$ cat config.mk
export PLATFORM = sky130hd
export DESIGN_NAME = stopwatch_display
export DESIGN_NICKNAME = d
export VERILOG_FILES = /design/src/rtl/stopwatch_display.sv
export SDC_FILE = /design/constraint.sdc
export NUM_CORES = 1
export LEC_CHECK = 0
export ABC_CLOCK_PERIOD_IN_PS = 2100
export BUFFER_PORTS_ARGS = -buffer_cell sky130_fd_sc_hd__buf_2
export CORE_MARGIN = 4
export CORE_UTILIZATION = 52
export DETAILED_ROUTE_END_ITERATION = 16
export PLACE_DENSITY = 0.83
export SYNTH_ARGS = -nofsm -noshare
export SYNTH_HDL_FRONTEND = slang
export SYNTH_SLANG_ARGS = --single-unit
$ cat constraint.sdc
create_clock -name Clk -period 2.1 [get_ports Clk]
set_input_delay 0.21 -clock Clk [delete_from_list [all_inputs] [get_ports Clk]]
set_output_delay 0.21 -clock Clk [all_outputs]
set_load 0.03 [all_outputs]
$ cat src/rtl/stopwatch_display.sv
// stopwatch_display: scans four BCD stopwatch digits onto a common-anode 4-digit 7-seg as M.SS.t
// with per-frame snapshots, an anti-ghosting guard, leading-zero blanking and a game-over blink.
module stopwatch_display #(
  parameter int SCAN_DIV     = 50000,
  parameter int GUARD        = 500,
  parameter int BLINK_FRAMES = 125
) (
  input  logic       Clk,
  input  logic       Reset_n,
  input  logic [3:0] hex0,
  input  logic [3:0] hex1,
  input  logic [3:0] hex2,
  input  logic [3:0] hex3,
  input  logic       Kill,
  input  logic       Lz_blank,
  output logic [3:0] an,
  output logic [6:0] seg,
  output logic       dp,
  output logic       frame_tick
);
  localparam int CW = $clog2(SCAN_DIV);
  localparam int BW = $clog2(BLINK_FRAMES) + 1;
  typedef enum logic {ON, OFF} blink_t;
  blink_t state, state_nx;
  logic [CW-1:0] cnt;
  logic [1:0] idx;
  logic [3:0][3:0] snap;
  logic [BW-1:0] blink_cnt, blink_cnt_nx;
  logic slot_end, boundary, last, dark;
  logic [3:0] digit, an_nx;
  logic [6:0] seg_nx;
  logic dp_nx;
  function automatic logic [6:0] enc(input logic [3:0] d);
    case (d)
      4'd0: return 7'h40;
      4'd1: return 7'h79;
      4'd2: return 7'h24;
      4'd3: return 7'h30;
      4'd4: return 7'h19;
      4'd5: return 7'h12;
      4'd6: return 7'h02;
      4'd7: return 7'h78;
      4'd8: return 7'h00;
      4'd9: return 7'h10;
      default: return 7'h3F;
    endcase
  endfunction
  assign slot_end = cnt == CW'(SCAN_DIV - 1);
  assign boundary = slot_end && idx == 2'd3;
  assign last = blink_cnt == BW'(BLINK_FRAMES - 1);
  // Kill low pins the FSM in ON so a new game-over always starts with a full lit half-period
  always_comb begin
    state_nx = !Kill ? ON : (boundary && last) ? ((state == ON) ? OFF : ON) : state;
    blink_cnt_nx = (!Kill || (boundary && last)) ? '0 : blink_cnt + {{(BW-1){1'b0}}, boundary};
  end
  always_comb begin
    digit = snap[idx];
    dark = (cnt < CW'(GUARD)) || state == OFF || (idx == 2'd3 && Lz_blank && digit == 4'd0);
    an_nx = dark ? 4'hF : ~(4'b0001 << idx);
    seg_nx = dark ? 7'h7F : enc(digit);
    dp_nx = dark | ~idx[0];
  end
  always_ff @(posedge Clk or negedge Reset_n)
    if (!Reset_n) begin
      cnt <= '0;
      idx <= '0;
      snap <= '0;
      state <= ON;
      blink_cnt <= '0;
      an <= 4'hF;
      seg <= 7'h7F;
      dp <= 1'b1;
      frame_tick <= 1'b0;
    end else begin
      cnt <= slot_end ? '0 : cnt + 1'b1;
      idx <= idx + {1'b0, slot_end};
      if (boundary) snap <= {hex3, hex2, hex1, hex0};
      state <= state_nx;
      blink_cnt <= blink_cnt_nx;
      an <= an_nx;
      seg <= seg_nx;
      dp <= dp_nx;
      frame_tick <= boundary;
    end
endmodule
==> summary.md <==
| Metric | Value |
|---|---|
| VDD IR max | `312 µV` |
| P_leak | `1.38 nW` |
| First-pass GRT wire length | `7.85 mm` |
| Sw frac | `0.222` |
| Adder-cell share of the synthesized area | `0.0428` |
| Unrepaired setup endpoints after global routing | `true` |
| Sequential Power Share | `0.629` |
| Arrival time at the worst endpoint | `2160 ps` |
| DRC | `0` |
| Psw | `0.380 mW` |
| Compound-Gate Fraction of Synth Area | `0.0452` |
| Sequential-to-total area share from yosys stat | `0.538` |
| Vias post-DR | `1756` |
| Core Region | `4820 µm²` |
| CP delay by family, top | `multiplexers` |
| Startpoint type of the worst setup path | `flop` |
| Slowest Stage Delay on Critical Path | `600 ps` |
| Period utilization | `0.920` |
| Logic pwr share | `0.026` |
| Critical path capture point type | `flop` |
| Cells on worst reg2reg path | `7` |
| Layout filler cell count | `386` |
| Crit-path max FO | `9` |
| Syn Area/Cell | `12.3 µm²` |
| Clock Sinks | `56` |
| CTS tree | `built` |
| WHS | `4.52 ps` |
| Post-synth top cells | `dfrtp_1, nor2_1, dfstp_2` |
| Async S/R FF share, synth | `1.00` |
| Power Total | `1.71 mW` |
| Slew HR | `0.562` |
| Routed wire length | `4.55 mm` |
| Fmax | `517 MHz` |
| Drt pass-1 iters | `4` |
| Mux contribution to synthesized area | `0.113` |
| Distinct cells, synth | `45` |
| Initial cell density of the core | `0.546` |
| # setup viols final | `0` |
| Die Width | `79.2 µm` |
| WP depth | `7` |
| WP data required | `2320 ps` |
| Reg clk slew, reported paths | `110 ps` |
| Top post-synthesis cells by area | `dfrtp_1, dfstp_2, ha_1, mux2_1, xor2_1` |
| Crit path cell chain | `mux4_1 > inv_1 > ha_1 > nand2_1 > nor4_4 > nor3_4 > o21ai_0` |
| Xor/xnor share of the synthesized area | `0.0632` |
| Most common cell in the netlist | `dfrtp_1` |
| Share of cells above drive strength 1 | `0.328` |
| Least-Margin Pin Slew | `656 ps` |
| Number of global-route vias before repair | `1747` |
| Outcome | `complete, no violations` |
| Top-area cell type share of the netlist area | `0.418` |
| PD cells | `564 nW/µm²` |
| Total Die Area | `6260 µm²` |
| Vias per cell | `5.39` |
| TritonCTS Buffers | `5` |
| CTS H-tree lvls | `2` |
| Largest family of logic cells by synthesized area | `simple AND/OR/NAND/NOR gates` |
| Worst Clk Skew | `18.5 ps` |
| Synth Net Count | `243` |
| Row Count | `25` |
| Setup Crit Path Kind | `flop to flop` |
| Hold Crit Class | `input pin to async pin` |
| Initial drt markers | `47` |
| Buf+Inv Stages, Crit Path | `1` |
| PortBufs | `32` |
| Longest Clk Path Bufs | `2` |
| GRT overflow | `0` |
| Wire per inst | `13.9 µm` |
| DPL Wire Length | `3.32 mm` |
| Critical-path top delay cell | `mux4_1` |
| Io pins | `33` |
| Register bit total from synthesis | `56` |
| Post-synth EDFFs | `0` |
| Die Y | `79.2 µm` |
| Main synth FF type | `dfrtp_1` |
| Int Pwr | `1.33 mW` |
| Max cap viols | `0` |
| Final number of hold-violating endpoints | `0` |
| Number of diodes | `0` |
| Tmin final | `1930 ps` |
| Clock root cell | `clkbuf_8` |
| Warning count from the yosys run | `0` |
| Simple-gate share of the synthesized area | `0.172` |
| # nets final | `287` |
| Gpl congestion | `0.877` |
| Largest net degree at the start of global routing | `57` |
| Gr usage total | `0.161` |
| Synth area leader | `dfrtp_1` |
| Post-CTS Hold Fix Bufs | `0` |
| Final slew viol count | `0` |
| Area delta synth->final | `15.5%` |
| Clock power frac | `0.345` |
| Routed Antenna Nets | `0` |
| Clk_lat worst skew | `320 ps` |
| Initial antenna violation count | `0` |
| Synth Cell Area | `2630 µm²` |
| Setup TNS Final | `0 ps` |
| Mapped Cells | `214` |
logic make-up after synthesis:
| kind of cell | count (synthesis) |
|---|---|
| adders and majority gates | 9 |
| DFF | 56 |
| AOI/OAI and AO/OA | 19 |
| buffers and inverters | 12 |
| and+or+nand+nor | 77 |
| xor gates and xnor gates | 19 |
| muxes | 22 |
final cells by class:
type                       instances  area (µm²)  share of cell area
clock buffer                       5        68.8              0.0226
clock inverter                     3        22.5             0.00740
inverter                           8        30.0             0.00987
multi-input combinational        146        1180               0.388
sequential                        56        1420               0.466
tap                               67        83.8              0.0276
timing repair buffer              41         240              0.0790
what timing repair did:
action	CTS	global route
resized for setup	0	8
setup buffers	0	1
setup endpoints to repair	0	12
flip-flops by register name (all words and copies together) (netlist names):
| name | flops |
|---|---|
| seg | 7 |
| frame_tick | 1 |
| idx | 2 |
| blink_cnt | 8 |
| snap | 16 |
| state | 1 |
| cnt | 16 |
| an | 4 |
| dp | 1 |
placed cells by master (no fill, tap or decap), types with 5 or more instances in the layout:
cell / netlist / final
dfstp_2: 12 / 12
a21oi_1: 6 / 6
dfrtp_1: 44 / 44
mux2_1: 10 / 10
o21ai_1: 5 / 5
buf_4: 0 / 8
inv_1: 7 / 7
xor2_1: 10 / 10
xnor2_1: 9 / 9
o21ai_0: 5 / 5
buf_2: 1 / 32
nand3_1: 11 / 11
nor2_1: 20 / 19
mux2_2: 6 / 6
clkbuf_8: 0 / 5
nand2_1: 10 / 10
nor3_1: 5 / 5
ha_1: 9 / 6
power by group through the flow:
stage	logic, mW	clock network, mW	registers [mW]
floorplan	0.00398	0	1.10
global placement	0.0450	0	1.10
detailed placement	0.0458	0	1.10
CTS	0.0459	0.611	1.08
global route	0.0510	0.651	1.08
finish	0.0439	0.591	1.08
worst register-to-register path, cell delays in order, from the launching register on:
cell and delay [ps]:
dfrtp_1 420, mux4_1 600, inv_1 140, ha_1 170, nand2_1 90, nor4_4 200, nor3_4 110, o21ai_0 100
stage by stage:
| step | util | area [µm²] | std cells | worst slack, ps |
|---|---|---|---|---|
| 6_report | 0.631 | 3040 | 326 | 167 |
| 3_5_place_dp | 0.604 | 2910 | 317 | 66.2 |
| 3_3_place_gp | 0.604 | 2910 | 317 | 175 |
| 2_1_floorplan | - | 2630 | 214 | 143 |
| 4_1_cts | 0.623 | 3000 | 325 | 58.8 |
| 5_1_grt | 0.631 | 3040 | 326 | -8.30 |
worst paths after layout:
kind,from,endpoint,slack (ps)
hold / removal,Reset_n,snap[11],5
hold reg to reg,snap[8],snap[8],490
setup / recovery,idx[0],seg[6],170
min in group Clk,hex2[0],snap[8],100
setup reg to reg,idx[0],seg[6],170
max in group asynchronous,Reset_n,state,1660
metal layers:
| metal | GRT usage | wire [µm] |
|---|---|---|
| met1 | 0.198 | 1980 |
| met5 | 0 | 0 |
| met3 | 0.0363 | 163 |
| met2 | 0.268 | 2290 |
| met4 | 0.0790 | 108 |
Power figures use the tool's default switching activity.
